==> config.mk <==
export PLATFORM = sky130hd
export DESIGN_NAME = wb_commit_stage
export DESIGN_NICKNAME = d
export VERILOG_FILES = /design/src/rtl/wb_commit_stage.sv
export SDC_FILE = /design/constraint.sdc
export NUM_CORES = 1
export LEC_CHECK = 0
export ABC_AREA = 1
export BUFFER_PORTS_ARGS = -buffer_cell sky130_fd_sc_hd__buf_2
export CAP_MARGIN = 0
export CORE_UTILIZATION = 55
export CTS_CLUSTER_DIAMETER = 100
export DETAILED_ROUTE_END_ITERATION = 6
export GPL_ROUTABILITY_DRIVEN = 0
export HOLD_SLACK_MARGIN = 0.15
export PLACE_DENSITY_LB_ADDON = 0.05
export SYNTH_ARGS = -nofsm -noshare
export SYNTH_HDL_FRONTEND = slang
export SYNTH_SLANG_ARGS = --single-unit
==> constraint.sdc <==
create_clock -name clk -period 25.9 [get_ports clk]
set_input_delay 5.18 -clock clk [delete_from_list [all_inputs] [get_ports clk]]
set_output_delay 5.18 -clock clk [all_outputs]
set_load 0.01 [all_outputs]
==> src/rtl/wb_commit_stage.sv <==
// wb_commit_stage: registered writeback/commit stage; waits for load data, then issues
// one register write, redirect and retire pulse per instruction.
module wb_commit_stage #(
    parameter int XLEN  = 32,
    parameter int RF_AW = 5
) (
    input  logic             clk,
    input  logic             rst,
    input  logic             in_valid,
    output logic             in_ready,
    input  logic [XLEN-1:0]  in_pc,
    input  logic [XLEN-1:0]  in_imm,
    input  logic [XLEN-1:0]  in_rs1_val,
    input  logic [XLEN-1:0]  in_alu_result,
    input  logic [XLEN-1:0]  in_csr_rdata,
    input  logic [6:0]       in_opcode,
    input  logic [2:0]       in_func3,
    input  logic [RF_AW-1:0] in_rd,
    input  logic             in_alu_zero,
    input  logic             in_alu_less,
    input  logic             mem_rvalid,
    input  logic [XLEN-1:0]  mem_rdata,
    output logic             rf_wen,
    output logic [RF_AW-1:0] rf_waddr,
    output logic [XLEN-1:0]  rf_wdata,
    output logic             redirect_valid,
    output logic [XLEN-1:0]  redirect_pc,
    output logic             retire_valid,
    output logic [XLEN-1:0]  retire_pc,
    output logic             busy
);
    localparam int OFFW = $clog2(XLEN / 8);
    localparam int SAW  = OFFW + 3;
    localparam logic [6:0] OP_LUI   = 7'b0110111;
    localparam logic [6:0] OP_AUIPC = 7'b0010111;
    localparam logic [6:0] OP_JAL   = 7'b1101111;
    localparam logic [6:0] OP_JALR  = 7'b1100111;
    localparam logic [6:0] OP_B     = 7'b1100011;
    localparam logic [6:0] OP_LOAD  = 7'b0000011;
    localparam logic [6:0] OP_I     = 7'b0010011;
    localparam logic [6:0] OP_R     = 7'b0110011;
    localparam logic [6:0] OP_CSR   = 7'b1110011;

    typedef enum logic [1:0] {IDLE, WAIT_MEM, COMMIT} state_t;
    state_t state, state_nx;

    logic [XLEN-1:0]  pc_q, imm_q, rs1_q, alu_q, csr_q, ld_q;
    logic [6:0]       op_q;
    logic [2:0]       f3_q;
    logic [RF_AW-1:0] rd_q, waddr_q;
    logic             zero_q, less_q;
    logic [XLEN-1:0]  wdata_q, rpc_q, retpc_q;
    logic             accept, commit;
    logic [SAW-1:0]   sa;
    logic [7:0]       lb;
    logic [15:0]      lh;
    logic [31:0]      lw;
    logic [XLEN-1:0]  ld_ext, wdata_c, rpc_c;
    logic             taken, writes, redir_c;

    assign in_ready = state != WAIT_MEM;
    assign accept   = in_valid && in_ready;
    assign commit   = state == COMMIT;
    assign busy     = state != IDLE;

    always_ff @(posedge clk or posedge rst) begin
        if (rst) state <= IDLE;
        else state <= state_nx;
    end

    always_comb begin
        state_nx = IDLE;
        if (state == WAIT_MEM) state_nx = mem_rvalid ? COMMIT : WAIT_MEM;
        else if (accept) state_nx = (in_opcode == OP_LOAD) ? WAIT_MEM : COMMIT;
    end

    // Lane selection: halfword/word offsets are forced aligned by masking the shift amount.
    assign sa = {alu_q[OFFW-1:0], 3'b000};
    assign lb = 8'(mem_rdata >> sa);
    assign lh = 16'(mem_rdata >> (sa & ~SAW'(15)));
    assign lw = 32'(mem_rdata >> (sa & ~SAW'(31)));

    // With XLEN=32, lw equals mem_rdata, so LWU and LD fall back to plain LW data.
    always_comb begin
        ld_ext = '0;
        case (f3_q)
            3'b000:  ld_ext = XLEN'($signed(lb));
            3'b100:  ld_ext = XLEN'(lb);
            3'b001:  ld_ext = XLEN'($signed(lh));
            3'b101:  ld_ext = XLEN'(lh);
            3'b010:  ld_ext = XLEN'($signed(lw));
            3'b110:  ld_ext = XLEN'(lw);
            3'b011:  ld_ext = mem_rdata;
            default: ld_ext = '0;
        endcase
    end

    always_comb begin
        taken = 1'b0;
        case (f3_q)
            3'b000:         taken = zero_q;
            3'b001:         taken = !zero_q;
            3'b100, 3'b110: taken = less_q;
            3'b101, 3'b111: taken = !less_q;
            default:        taken = 1'b0;
        endcase
    end

    always_comb begin
        wdata_c = '0;
        writes  = 1'b1;
        case (op_q)
            OP_LUI:          wdata_c = imm_q;
            OP_AUIPC:        wdata_c = pc_q + imm_q;
            OP_JAL, OP_JALR: wdata_c = pc_q + XLEN'(4);
            OP_LOAD:         wdata_c = ld_q;
            OP_CSR:          wdata_c = csr_q;
            OP_I, OP_R:      wdata_c = alu_q;
            default:         writes  = 1'b0;
        endcase
    end

    assign redir_c = (op_q == OP_JAL) || (op_q == OP_JALR && f3_q == 3'b000) || (op_q == OP_B && taken);
    assign rpc_c   = (op_q == OP_JALR) ? ((rs1_q + imm_q) & ~XLEN'(1)) : pc_q + imm_q;

    assign rf_wen         = commit && writes && rd_q != '0;
    assign rf_waddr       = commit ? rd_q : waddr_q;
    assign rf_wdata       = commit ? wdata_c : wdata_q;
    assign redirect_valid = commit && redir_c;
    assign redirect_pc    = commit ? rpc_c : rpc_q;
    assign retire_valid   = commit;
    assign retire_pc      = commit ? pc_q : retpc_q;

    always_ff @(posedge clk or posedge rst) begin
        if (rst) begin
            pc_q    <= '0;
            imm_q   <= '0;
            rs1_q   <= '0;
            alu_q   <= '0;
            csr_q   <= '0;
            ld_q    <= '0;
            op_q    <= '0;
            f3_q    <= '0;
            rd_q    <= '0;
            zero_q  <= 1'b0;
            less_q  <= 1'b0;
            waddr_q <= '0;
            wdata_q <= '0;
            rpc_q   <= '0;
            retpc_q <= '0;
        end else begin
            if (accept) begin
                pc_q   <= in_pc;
                imm_q  <= in_imm;
                rs1_q  <= in_rs1_val;
                alu_q  <= in_alu_result;
                csr_q  <= in_csr_rdata;
                op_q   <= in_opcode;
                f3_q   <= in_func3;
                rd_q   <= in_rd;
                zero_q <= in_alu_zero;
                less_q <= in_alu_less;
            end
            if (state == WAIT_MEM && mem_rvalid) ld_q <= ld_ext;
            if (commit) begin
                waddr_q <= rd_q;
                wdata_q <= wdata_c;
                rpc_q   <= rpc_c;
                retpc_q <= pc_q;
            end
        end
    end
endmodule
==> flow_summary.ini <==
[yosys]
yosysSeqAreaShare = 0.3990
synth_edf_count = 0
async_flop_share = 1.000
synth-seq-cells = 312
synth_cells = 2713
synthFlopType = dfrtp_1
synthDistinctLibCells = 48
syn_area_um2 = 19570
syn_nets = 2990
yosysWarnings = 0
syn_area_per_cell_um2 = 7.213

[clock_tree]
numCtsBuffers = 35
cts_buffer_depth = 3
cts-root-buf = clkbuf_16
ctsHoldBuffers = 0
cts_resized = 0
cts_num_sinks = 312
cts_setup_buffers = 0
clkTransAtPathRegs_ps = 60
clock_latency_ps = 550
cts_tree = done
h-tree-depth = 2

[place]
dpl.hpwl_um = 49980
place_ws_ps = 17380
portBuffers = 318
postPlaceCellArea_um2 = 21420

[timing]
fmax_ghz = 0.1085
setup-tns-final_ps = 0
setup_viol = 0
final_max_slew_viol_count = 0
holdWs_ps = 471.8
fin_ws_ps = 16680
min_period_over_period = 0.3558
grt_setup_unrepaired = false
hold_viol = 0
slew_headroom = 0.2583
min_period_ps = 9216
tightest_slew_ps = 1111
fin_worst_skew_ps = 12.53

[critical_path]
crit_family = buffers and inverters
crit_type = register to output port
path_buf_inv = 4
cpMaxStageDelayCell = clkinv_2
worst_ep_arrival_time_ps = 4040
crit_path_end_kind = output port
crit_path_start_kind = register
reg2reg_depth = 5
critPathMostFrequentCell = buf_4
crit_chain = nor2_4, buf_4, clkinv_2, buf_4, o21ai_0, buf_2
cp_data_required_time_ps = 20720
cp_max_fo = 76
crit_cells = 6
slowest_delay_ps = 890

[floorplan]
die_x_um = 190.6
start_util = 0.5623
num_io_pins = 319
die_area_um2 = 36340
row_count = 68
coreArea_um2 = 34800
die_h_um = 190.6

[routing]
drc = 0
vias_per_cell = 5.547
vias = 19294
drt_wl_total_um = 64940
wl_per_cell_um = 18.67
firstDrtPassIters = 6
drtIter0Drc = 1982
ant_nets = 0

[pwr]
power.density_nw_per_um2 = 68.73
p_leak_nw = 12.19
ir_drop_uv = 51.35

[grt]
grt_use_total = 0.3606
grt_pass1_vias = 18066
grt_pass1_wl_um = 100300
grt_max_degree = 200
grt_antenna_before_repair = 1
grt_overflow = 0

[finish]
seqCellArea_um2 = 7807
nFillCells = 3251
fin_area_um2 = 22580
nNetsFinal = 3273
layout_commonest_cell = nand2_1
multi_input_comb_area_um2 = 9932
mostFrequentLayoutCells = nand2_1, inv_1, buf_2
area_growth_pct = 15.38
layout-drive-gt1-share = 0.1764

[outcome]
outcome = finished, final reports clean

[flow_run]
drv_cap = 0

[hold_path]
holdPathStages = 2
hold_class = register to register
-- worst register-to-register path, delay by kind of cell, from the launching register on --
kind	cells	cell delay, ps
buf+inv	3	2180
compound gates	1	570
flops	1	430
simple gates	1	110
-- per-layer routing --
| layer | global-route usage | wire (µm) | vias up |
|---|---|---|---|
| met5 | 0 | 0 | - |
| met3 | 0.05300 | 5339 | 175 |
| li1 | - | - | 9202 |
| met1 | 0.4956 | 27400 | 8973 |
| met4 | 0.1818 | 3351 | 0 |
| met2 | 0.5548 | 28850 | 944 |
-- state kept, by name, indices dropped and copies added, names as in the netlist, 7 cells and up --
signal,cells
csr_q,32
pc_q,32
rs1_q,32
rpc_q,32
wdata_q,32
imm_q,32
retpc_q,32
ld_q,32
alu_q,32
op_q,7
-- power breakdown --
part / total [mW] / switching [mW] / internal [mW]
Combinational: 0.455 / 0.295 / 0.159
Clock: 0.504 / 0.208 / 0.296
Sequential: 0.593 / 0.0444 / 0.549
Total: 1.55 / 0.548 / 1.00
-- layout make-up --
type,count,share of cell area
Inverter,380,0.06356
Timing Repair Buffer,328,0.07437
Clock inverter,13,0.007592
Multi-Input combinational cell,1939,0.4399
Antenna cell,2,0.0002217
Sequential cell,312,0.3458
Tap cell,455,0.02521
Clock buffer,49,0.04334
-- final timing paths --
path / start / to / slack (ps)
max reg2reg: state[0] / retpc_q[4] / 22480
max in group asynchronous: rst / rs1_q[5] / 18830
min: wdata_q[16] / wdata_q[16] / 470
max: state[0] / retire_pc[4] / 16680
min in group asynchronous: rst / ld_q[1] / 4750
min reg2reg: wdata_q[16] / wdata_q[16] / 470
-- cells in the mapped netlist, types with 2 or more instances --
| master | n | area share |
|---|---|---|
| a21o_1 | 3 | 0.0012 |
| o21ai_0 | 129 | 0.033 |
| nand4_1 | 20 | 0.0064 |
| nor3_2 | 3 | 0.0015 |
| a221oi_1 | 2 | 0.00090 |
| inv_2 | 6 | 0.0012 |
| buf_2 | 34 | 0.0087 |
| clkbuf_1 | 29 | 0.0056 |
| buf_6 | 4 | 0.0023 |
| nand2_1 | 940 | 0.18 |
| nor2_1 | 190 | 0.036 |
| ha_1 | 62 | 0.040 |
| o22ai_1 | 5 | 0.0016 |
| xor2_1 | 13 | 0.0058 |
| buf_4 | 7 | 0.0027 |
| o211ai_1 | 25 | 0.0096 |
| buf_1 | 7 | 0.0013 |
| nor2_4 | 4 | 0.0023 |
| o2111ai_1 | 7 | 0.0031 |
| dfrtp_1 | 312 | 0.40 |
| xnor2_1 | 16 | 0.0072 |
| fa_1 | 2 | 0.0020 |
| a21oi_1 | 136 | 0.035 |
| nand3b_1 | 2 | 0.00077 |
| inv_1 | 374 | 0.072 |
| nor2_2 | 8 | 0.0026 |
| mux2_2 | 115 | 0.066 |
| a21boi_0 | 2 | 0.00077 |
| nand2_2 | 6 | 0.0019 |
| nand3_1 | 186 | 0.048 |
| a211oi_1 | 3 | 0.0012 |
| and2_1 | 4 | 0.0013 |
| or2_2 | 2 | 0.00064 |
| nor4_1 | 3 | 0.00096 |
| o21bai_1 | 9 | 0.0035 |
| o2111a_1 | 2 | 0.0012 |
| o21ai_1 | 5 | 0.0013 |
| nor3_1 | 26 | 0.0066 |
-- through the flow --
step | total power [mW] | utilization | instances
3_5_place_dp | 1.045 | 0.6156 | 3414
5_1_grt | 1.635 | 0.6487 | 3477
3_3_place_gp | 1.036 | 0.6156 | 3414
4_1_cts | 1.551 | 0.6487 | 3476
6_report | 1.552 | 0.6488 | 3478
2_1_floorplan | 0.8932 | - | 2713
-- cell families after synthesis --
| logic type | count (synthesis) | share of synthesized area |
|---|---|---|
| flops | 312 | 0.3990 |
| simple gates | 1399 | 0.2923 |
| buf+inv | 462 | 0.09425 |
| xor+xnor | 29 | 0.01298 |
| fa+ha+maj | 64 | 0.04169 |
| compound gates | 332 | 0.09367 |
| mux | 115 | 0.06618 |
No activity file was read; power rests on OpenSTA's default activity.
